[src/rtl/display_scan_ctrl.sv]
// rtl/display_scan_ctrl.sv - 4-digit multiplexed display scanner with frame-synchronous value commit
// Optional leading-zero blanking: define DISPLAY_SCAN_LEADING_ZERO_BLANK_EN.
module display_scan_ctrl #(
  parameter int SCAN_DIV     = 16000,
  parameter int BLANK_CYCLES = 64
) (
  input  logic        CLK,
  input  logic        RST_N,
  input  logic        enable,
  input  logic        load_valid,
  input  logic [15:0] load_value,
  input  logic [3:0]  load_dots,
  output logic        load_ready,
  output logic [3:0]  seg_digit,
  output logic        seg_dot,
  output logic [3:0]  dig_en_n,
  output logic        frame_done
);

  localparam int CW = (SCAN_DIV > 2) ? $clog2(SCAN_DIV) : 1;
  localparam logic [CW-1:0] CNT_LAST  = CW'(SCAN_DIV - 1);
  localparam logic [CW-1:0] CNT_BLANK = CW'(BLANK_CYCLES);

  typedef enum logic {ST_BLANK, ST_SHOW} state_t;

  state_t        state_q, state_d;
  logic [CW-1:0] cnt_q, cnt_d;
  logic [1:0]    idx_q, idx_d;
  logic [15:0]   act_val_q, act_val_d;
  logic [3:0]    act_dots_q, act_dots_d;
  logic [15:0]   pend_val_q, pend_val_d;
  logic [3:0]    pend_dots_q, pend_dots_d;
  logic          pend_full_q, pend_full_d;
  logic          en_q;
  logic          frame_done_q, frame_done_d;
  logic          commit;
  logic [3:0]    lz_blank;

  always_ff @(posedge CLK or negedge RST_N) begin
    if (!RST_N) begin
      state_q      <= ST_BLANK;
      cnt_q        <= '0;
      idx_q        <= 2'd0;
      act_val_q    <= 16'h0000;
      act_dots_q   <= 4'b0000;
      pend_val_q   <= 16'h0000;
      pend_dots_q  <= 4'b0000;
      pend_full_q  <= 1'b0;
      en_q         <= 1'b0;
      frame_done_q <= 1'b0;
    end else begin
      state_q      <= state_d;
      cnt_q        <= cnt_d;
      idx_q        <= idx_d;
      act_val_q    <= act_val_d;
      act_dots_q   <= act_dots_d;
      pend_val_q   <= pend_val_d;
      pend_dots_q  <= pend_dots_d;
      pend_full_q  <= pend_full_d;
      en_q         <= enable;
      frame_done_q <= frame_done_d;
    end
  end

  always_comb begin
    commit       = (cnt_q == CNT_LAST) && (idx_q == 2'd3);
    cnt_d        = (cnt_q == CNT_LAST) ? '0 : cnt_q + CW'(1);
    idx_d        = (cnt_q == CNT_LAST) ? idx_q + 2'd1 : idx_q;
    state_d      = (cnt_d < CNT_BLANK) ? ST_BLANK : ST_SHOW;
    frame_done_d = commit;
    act_val_d    = act_val_q;
    act_dots_d   = act_dots_q;
    pend_val_d   = pend_val_q;
    pend_dots_d  = pend_dots_q;
    pend_full_d  = pend_full_q;
    // Commit uses the pre-edge pending flag, so a load landing on the commit edge waits a full frame.
    if (commit && pend_full_q) begin
      act_val_d   = pend_val_q;
      act_dots_d  = pend_dots_q;
      pend_full_d = 1'b0;
    end
    if (load_valid && !pend_full_q) begin
      pend_val_d  = load_value;
      pend_dots_d = load_dots;
      pend_full_d = 1'b1;
    end
  end

`ifdef DISPLAY_SCAN_LEADING_ZERO_BLANK_EN
  always_comb begin
    lz_blank[0] = 1'b0;
    lz_blank[1] = (act_val_q[15:4]  == 12'h000) && !act_dots_q[1];
    lz_blank[2] = (act_val_q[15:8]  == 8'h00)   && !act_dots_q[2];
    lz_blank[3] = (act_val_q[15:12] == 4'h0)    && !act_dots_q[3];
  end
`else
  assign lz_blank = 4'b0000;
`endif

  always_comb begin
    dig_en_n = 4'b1111;
    if ((state_q == ST_SHOW) && en_q && !lz_blank[idx_q]) begin
      dig_en_n = ~(4'b0001 << idx_q);
    end
  end

  assign seg_digit  = act_val_q[{idx_q, 2'b00} +: 4];
  assign seg_dot    = act_dots_q[idx_q];
  assign load_ready = !pend_full_q;
  assign frame_done = frame_done_q;

endmodule

[config.mk]
export PLATFORM = sky130hd
export DESIGN_NAME = display_scan_ctrl
export DESIGN_NICKNAME = d
export VERILOG_FILES = /design/src/rtl/display_scan_ctrl.sv
export SDC_FILE = /design/constraint.sdc
export NUM_CORES = 1
export LEC_CHECK = 0
export CORE_MARGIN = 2
export CORE_UTILIZATION = 35
export DETAILED_ROUTE_END_ITERATION = 10
export SYNTH_ARGS = -nofsm -noshare
export SYNTH_HDL_FRONTEND = slang
export SYNTH_SLANG_ARGS = --single-unit
[constraint.sdc]
create_clock -name CLK -period 2.5 [get_ports CLK]
set_clock_uncertainty 0.05 [all_clocks]
set_input_delay 0.375 -clock CLK [delete_from_list [all_inputs] [get_ports CLK]]
set_output_delay 0.375 -clock CLK [all_outputs]
set_load 0.02 [all_outputs]
# After elaboration in Yosys (flattened, before gate mapping)
# Cells that the tools add are included.
totals:
  n_memories: 0
  wordCells: 36
  in_bits: 24
  ramBits: 0
  rom_bits: 0
  register_bits: 60
  latchBits: 0
op_classes:
  n_lt_le_gt_ge: 2
  bitwise: 1
  div_mod_pow: 0
  multipliers: 0
  mux: 9
  n_addsub: 2
  shifts: 2
  n_reduce_logical: 8
  n_eq_ne: 2
op_table:
  columns: ["cell", "count"]
  rows:
  - ["$shiftx A16 B5 Y4", 1]
  - ["$add A14 B1 Y14 const B", 1]
  - ["$eq A14 B14 Y1 const B", 1]
  - ["$lt A14 B7 Y1 const B", 1]
  - ["$mux W14", 1]
  - ["$logic_and A1 B1 Y1", 5]
  - ["$mux W1", 5]
  - ["$bmux W1 S2", 2]
  - ["$mux W4", 1]
  - ["$not A4 Y4", 1]
  - ["$shl A1 B2 Y4 const A", 1]
  - ["$lt A2 B3 Y1 const B", 1]
  - ["$add A2 B1 Y2 const B", 1]
  - ["$eq A2 B2 Y1 const B", 1]
  - ["$logic_not A1 Y1", 2]
  - ["$reduce_bool A2 Y1", 1]

# Longest topological paths before layout
# Gate-level depths: netlist of run 1.
depth:
  word_depth: 5
  ltp_mapped: 6
  ltp_nobuf: 6

# Worst setup path before layout of run 1
# OpenSTA, ideal clock, no wires.
synth_timing:
  kind: "register to register"
  start: "register cnt_q[0]"
  end: "register act_dots_q[1]"
  path_stages_with_launch: 7
  n_path_buf: 1
  arrival_time_ps: 1848
  setup_ps: 125
  slack_ps: 477
  path_cell_list: "dfrtp_1 -> ha_1 -> nand2_1 -> nor4_4 -> and3_4 -> buf_12 -> mux2_4"
synth_between:
  elab_chain_len: 3
synth_rtl:
  columns: ["element", "line_no", "text"]
  rows:
  - ["from (decl)", "27", "logic [CW-1:0] cnt_q, cnt_d;"]
  - ["from (signal assigned)", "53", "cnt_q <= cnt_d;"]
  - ["$eq A14 B14 Y1", "66", "commit = (cnt_q == CNT_LAST) && (idx_q == 2'd3);"]
  - ["$logic_and A1 B1 Y1", "66", null]
  - ["$logic_and A1 B1 Y1", "77", "if (commit && pend_full_q) begin"]
  - ["to (signal assigned)", "56", "act_dots_q <= act_dots_d;"]
  - ["to (decl)", "30", "logic [3:0] act_dots_q, act_dots_d;"]
# No other way between the ends.
# A chain may end at the register's enable or synchronous reset.

# Worst setup path after layout of run 1
layout_timing:
  start: "register idx_q[0]"
  end: "output port seg_digit[2]"
layout_between:
  elab_chain_len: 1
layout_rtl:
  columns: ["element", "line_no", "text"]
  rows:
  - ["from (decl)", "28", "logic [1:0] idx_q, idx_d;"]
  - ["from (signal assigned)", "54", "idx_q <= idx_d;"]
  - ["$shiftx A16 B5 Y4", "107", "assign seg_digit = act_val_q[{idx_q, 2'b00} +: 4];"]
  - ["to (decl)", "14", "output logic [3:0] seg_digit,"]
# No other way between the ends.

==> summary.txt, run 1 <==
Power and ir drop
  • Worst IR Drop VDD: 321 uV
  • Pwr Density: between 500 and 600 nW/um2
  • Total Power: approximately 1900 uW
  • Pleak: around 0.0015 uW

Clocking
  • Clock transition at path regs: 70 ps
  • Cts hold-fix bufs: 0
  • Clock sink total: 60
  • Clk buf depth: 2
  • TritonCTS Buffers: 9
  • Clock Latency Late Sink: 340 ps
  • Post-CTS Setup Bufs: 0
  • Root buffer cell: clkbuf_8
  • H-tree depth: 3
  • CTS tree: built

Synthesis
  • Synth cell count leaders: 60 x dfrtp_1, 21 x mux2_2, 19 x mux2_4
  • Cell with the most instances after synthesis: dfrtp_1
  • Synth Flop Type: dfrtp_1
  • Share of the synthesized area in the top cell type: a little over half
  • Gate Count Post-Synth: 190
  • YS warnings: 0
  • Synth Cell Area: between 2000 and 3000 um2
  • Mapped Nets: about 220
  • Area leader, netlist: dfrtp_1
  • Number of enable flip-flop cells after synthesis: 0
  • Synth cell types: just over 40
  • Share of the yosys chip area belonging to registers: 54.7%
  • Syn avg cell area: approximately 14 um2
  • Top area cells in the synthesized netlist: dfrtp_1 55%, mux2_4 10%, mux2_2 8.6%
  • Asr flop ratio synth: 100%
  • FF+latch count, synth: 60

Worst setup path
  • CP Capture Type: output port
  • Worst-path maximum fanout: 8
  • CP Class: flop to output port
  • CP required: between 2000 and 2500 ps
  • CP Launch Type: flop
  • WP data arrival: about 2000 ps

Outcome
  • Failing checks: hold timing
  • Status: finished, violations left

Floorplan
  • Starting Density: approximately 36%
  • Chip Height: a little over 90 um
  • Die X: 92.6 um
  • Row count: 32
  • Die ar.: between 8000 and 9000 um2
  • # IOs: 35
  • Core ar.: 7650 um2

Placement
  • IO buf count: 34
  • Post-DP HPWL: approximately 3400 um
  • GPL Wtd Cong: between 0.7 and 0.8
  • DP Area: between 3000 and 4000 um2

Global route
  • Grt met3 use: between 4 and 5%
  • Initial antenna violation count: 0
  • Vias in the first global route: around 1,700
  • First-pass GRT wire length: between 8000 and 9000 um
  • Gr usage total: 12.9%
  • GRT busiest layer: met2
  • Met1 usage: between 15 and 20%
  • Met2 Use GR: 20.1%
  • GRT overflow: 0
  • Largest net degree at the start of global routing: 27

Min path
  • Worst hold path type: input pin to async pin

Timing
  • Endpoints failing setup: 0
  • Hold Vio Cnt, Final: 21
  • Slew @ Worst Pin: a little under 600 ps
  • TNS Setup: 0 ps
  • Relative slew slack: about 60%
  • Fmax: slightly above 0.4 GHz
  • RSZ-0062 raised after global routing: no
  • Slew Limit Fails: 0
  • Final period utilization: 96.8%
  • Worst hold margin: -9.05 ps
  • Final Critical Period: ~2400 ps

Finish
  • Nets@finish: about 260
  • Layout cells sized above 1: between 30% and 40%
  • Fillers: 699
  • Syn-to-layout area delta: 22.9%
  • N_diodes: 0
  • Fin util: around 44%
  • Final instance area: 3380 um2

Flow run
  • Max Cap Violations: 0

Routing
  • Drt total wl: ~5000 um
  • DRC viols: 0
  • Vias per inst: around 4.8
  • Drt initial violations: 61
  • DR pass1 iterations: 4
  • DRT antenna net count: 0
  • Avg WL per Cell: between 10 and 15 um
  • DR vias: around 1,700
[report_power, final]
part / switching, uW / internal, uW / total (uW)
Combinational: 31.4 / 60.4 / 91.8
Clock: 403 / 361 / 764
Sequential: 19.2 / 1010 / 1030
Total: 453 / 1430 / 1880
[metal layers]
| layer | vias to the layer above | part of all wire [%] | wire [um] |
|---|---|---|---|
| li1 | 773 | - | - |
| met1 | 835 | 48 | 2390 |
| met2 | 36 | 47 | 2330 |
| met3 | 12 | 3.9 | 194 |
| met4 | 0 | 1.8 | 91 |
| met5 | - | 0 | 0 |
[what timing repair did]
action,CTS,global route
setup endpoints to repair,7,2
resized for setup,1,1
gates cloned,0,0
endpoints found under the hold margin,0,0
[area by class of cell]
class,instances,area [um2],share of cell area [%]
clock buffer,9,124,3.67
clock inverter,7,52.6,1.56
inverter,3,11.3,0.334
multi-input combinational,120,1170,34.6
sequential,60,1500,44.6
tap,102,128,3.78
timing repair buffer,41,388,11.5
[through the flow]
step / worst slack (ps) / hold slack, ps / cells
6_report: 80.0 / -9.05 / 342
3_5_place_dp: 284 / 370 / 326
5_1_grt: 2.36 / 21.3 / 342
3_3_place_gp: 274 / 368 / 326
4_1_cts: 54.8 / 0.487 / 342
2_1_floorplan: 477 / 29.4 / 190
[logic make-up after synthesis]
logic type | after synthesis | share of synthesized area, %
XOR/XNOR | 11 | 3.51
flip-flops | 60 | 54.7
multiplexers | 45 | 23.1
AND/OR/NAND/NOR | 50 | 11.3
buffers and inverters | 10 | 2.87
adder cells (fa/ha/maj) | 5 | 2.28
AO/OA/AOI/OAI | 9 | 2.28
[placed cells by master, fill, tap and decap left out, types with 2 or more instances in the layout]
master	instances
nand3_1	10
ha_1	5
dfrtp_1	58
nor2_1	12
mux2_2	21
dfrtp_2	2
buf_4	7
inv_1	3
clkdlybuf4s50_1	33
clkinvlp_4	4
clkbuf_8	9
nor4_1	2
o21ai_0	3
nand2_1	3
and3_1	2
nor3_1	4
xnor2_1	5
mux2_4	19
mux4_2	5
xor2_1	6
nand4_2	2
[flip-flops by register name, indices dropped and copies added, names as in the netlist]
register	count
cnt_q	14
frame_done	1
pend_full_q	1
en_q	1
act_dots_q	4
pend_val_q	16
state_q	1
pend_dots_q	4
act_val_q	16
idx_q	2
[worst paths after layout]
check                               from             to  slack (ps)  cells after the start
worst max register to register  cnt_q[0]  act_dots_q[0]         290                      5
worst min register to register  cnt_q[0]       cnt_q[0]         430                      1
worst max-delay path            idx_q[0]   seg_digit[2]          80                      2
min in group CLK                cnt_q[0]       cnt_q[0]         430                      1
max in group asynchronous          RST_N       idx_q[0]        1730                      2
worst min-delay path               RST_N       cnt_q[7]          -9                      1
[critical path, stage by stage, from the launching register on]
cell and delay [ps]:
dfrtp_2 540, mux4_2 560, clkdlybuf4s50_1 560
Note: power is estimated with default switching activity, not from simulation.
==> inputs of run 2 (changes only) <==
Settings changed: CORE_UTILIZATION 35 to 55, PLACE_DENSITY from default to 0.79, RECOVER_POWER from default to 50.
==> run 2 against run 1 <==
Effect of this change:
- the run now ends clean
- critical path depth up 2
- non-clock buffer count rose by 1
- first-iteration DRC count decreased by 28%
- routed wire length decreased by 2.0%
- die area decreased by 35%
- cell count fell by 10%
- sequential power hardly changed
- critical endpoint is now dig_en_n[1]
==> summary.txt, run 2 (synthesized netlist as in run 1, its figures left out) <==
Flow run
  • Max Cap Violations: 0 (unchanged)

Global route
  • Largest net degree at the start of global routing: 44 (was 27)
  • First-pass GRT wire length: 7890 um (was 8460 um)
  • Initial antenna violation count: 0 (unchanged)
  • Gr usage total: 19.7% (was 12.9%)
  • Vias in the first global route: 1,632 (was 1,732)
  • GRT overflow: 0 (unchanged)

Routing
  • Avg WL per Cell: 16.0 um (was 14.6 um)
  • DRC viols: 0 (unchanged)
  • DR pass1 iterations: 5 (was 4)
  • Drt total wl: 4900 um (was 5000 um)
  • DRT antenna net count: 0 (unchanged)
  • Drt initial violations: 44 (was 61)
  • DR vias: 1,662 (was 1,656)
  • Vias per inst: 5.41 (was 4.84)

Finish
  • Nets@finish: 265 (was 264)
  • N_diodes: 0 (unchanged)
  • Fillers: 355 (was 699)
  • Layout cells sized above 1: 30.0% (was 32.5%)
  • Biggest regs: act_val_q x16, pend_val_q x16, cnt_q x14 (unchanged)
  • Commonest non-fill, non-tap cell in the layout: dfrtp_1 (unchanged)
  • Most frequent cells in the layout: 59 x dfrtp_1, 32 x clkdlybuf4s50_1, 21 x mux2_2, 19 x mux2_4, 12 x nor2_1 (was 58 x dfrtp_1, 33 x clkdlybuf4s50_1, 21 x mux2_2, 19 x mux2_4, 12 x nor2_1)
  • Syn-to-layout area delta: 21.8% (was 22.9%)

Clocking
  • Clock Latency Late Sink: 330 ps (was 340 ps)
  • Clock transition at path regs: 60 ps (was 70 ps)
  • Clk buf depth: 2 (unchanged)
  • H-tree depth: 3 (unchanged)
  • Root buffer cell: clkbuf_8 (unchanged)
  • Clock sink total: 60 (unchanged)
  • TritonCTS Buffers: 9 (unchanged)
  • CTS tree: built (unchanged)

Min path
  • Hold path endpoint: cnt_q[0]
  • Worst hold path type: flop to flop (was input pin to async pin)
  • Min-delay src: cnt_q[0]
  • Hold path depth: 1

Floorplan
  • Row count: 25 (was 32)
  • Die ar.: 5570 um2 (was 8570 um2)
  • Starting Density: 57.8% (was 35.9%)
  • Die X: 74.7 um (was 92.6 um)
  • # IOs: 35 (unchanged)
  • Core ar.: 4750 um2 (was 7650 um2)
  • Chip Height: 74.7 um (was 92.6 um)

Worst setup path
  • CP Launch Type: flop (unchanged)
  • CP required: 2080 ps (about the same)
  • R2r setup slk: 340 ps (was 290 ps)
  • Worst reg2reg path depth: 5 (unchanged)
  • CP Capture Type: output port (unchanged)
  • FF-to-FF Start: cnt_q[0] (unchanged)
  • CP cell instances: inv_1, ha_1, nand3_1, clkdlybuf4s50_1 (was mux4_2, clkdlybuf4s50_1)
  • WP data arrival: 1940 ps (was 1990 ps)
  • CP Class: flop to output port (unchanged)
  • R2r endpoint: act_dots_q[0] (unchanged)
  • CP max stage cell: clkdlybuf4s50_1 (was mux4_2)
  • Worst-path maximum fanout: 8 (unchanged)
  • CP peak stage delay: 600 ps (was 560 ps)

Placement
  • GPL Wtd Cong: 0.786 (was 0.782)
  • Dpl ws: 331 ps (was 284 ps)
  • Post-DP HPWL: 3450 um (was 3430 um)
  • IO buf count: 34 (unchanged)

Timing
  • Relative slew slack: 38.0% (was 60.4%)
  • TNS Setup: 0 ps (unchanged)
  • Hold Vio Cnt, Final: 0 (was 21)
  • RSZ-0062 raised after global routing: no (unchanged)
  • Final Critical Period: 2360 ps (was 2420 ps)
  • Slew Limit Fails: 0 (unchanged)
  • Final worst setup slack: 135 ps (was 80.0 ps)
  • Fmax: 0.423 GHz (was 0.413 GHz)
  • Slew @ Worst Pin: 931 ps (was 595 ps)
  • Endpoints failing setup: 0 (unchanged)
  • Final period utilization: 94.6% (was 96.8%)

Outcome
  • Status: finished clean (was finished, violations left)

Power and ir drop
  • Pwr Density: 587 nW/um2 (was 558 nW/um2)
  • Worst IR Drop VDD: 376 uV (was 321 uV)
  • Pleak: 0.00151 uW (was 0.00149 uW)
[run 2: area by class of cell]
cell class | instances | area (um2) | share of cell area (%)
inverter | 3 | 11.3 | 0.337
sequential | 60 | 1500 | 44.9
clock buffer | 11 | 141 | 4.23
tap | 67 | 83.8 | 2.51
multi-input combinational | 120 | 1160 | 34.7
clock inverter | 4 | 50.0 | 1.50
timing repair buffer | 42 | 397 | 11.9
[run 2: stage by stage]
stage	hold WS [ps]	power, uW	cell area, um2	util, %	instances
4_1_cts	421	1990	3370	70.8	307
3_5_place_dp	282	1140	3160	66.5	291
6_report	426	1960	3350	70.4	307
5_1_grt	450	2040	3350	70.4	307
3_3_place_gp	286	1140	3160	66.5	291
2_1_floorplan	29.4	1080	2750	-	190
[run 2: how the worst max path moves through the flow]
stage               endpoint  depth (start not counted)      from
2_1_floorplan  act_dots_q[1]                          6  cnt_q[0]
3_3_place_gp    seg_digit[2]                          2  idx_q[0]
3_5_place_dp   act_dots_q[0]                          5  cnt_q[0]
4_1_cts          dig_en_n[1]                          4  idx_q[1]
5_1_grt          dig_en_n[0]                          4  idx_q[1]
6_report         dig_en_n[1]                          4  idx_q[1]
[run 2: per-layer routing]
| metal | part of all wire (%) | track usage [%] | vias to the layer above |
|---|---|---|---|
| li1 | - | - | 777 |
| met1 | 46 | 27.4 | 833 |
| met4 | 2.2 | 9.92 | 0 |
| met2 | 48 | 29.1 | 40 |
| met5 | 0 | 0 | - |
| met3 | 3.8 | 4.95 | 12 |
[run 2: repair_timing]
action / 4_1_cts / 5_1_grt
setup buffers: 0 / 0
setup endpoints to repair: 4 / 0
resized for setup: 1 / 0
endpoints found under the hold margin: 17 / 0
hold buffers: 1 / 0
[run 2: power by group]
part	switching, uW	internal [uW]
Clock	360	480
Sequential	20.6	1010
Combinational	33.2	59.9
Total	414	1550
[run 2: critical path, delay by kind of cell (launching register included)]
family,cells,cell delay [ps]
flip-flops,1,570
AND/OR/NAND/NOR,1,70
adder cells (fa/ha/maj),1,220
buffers and inverters,2,750
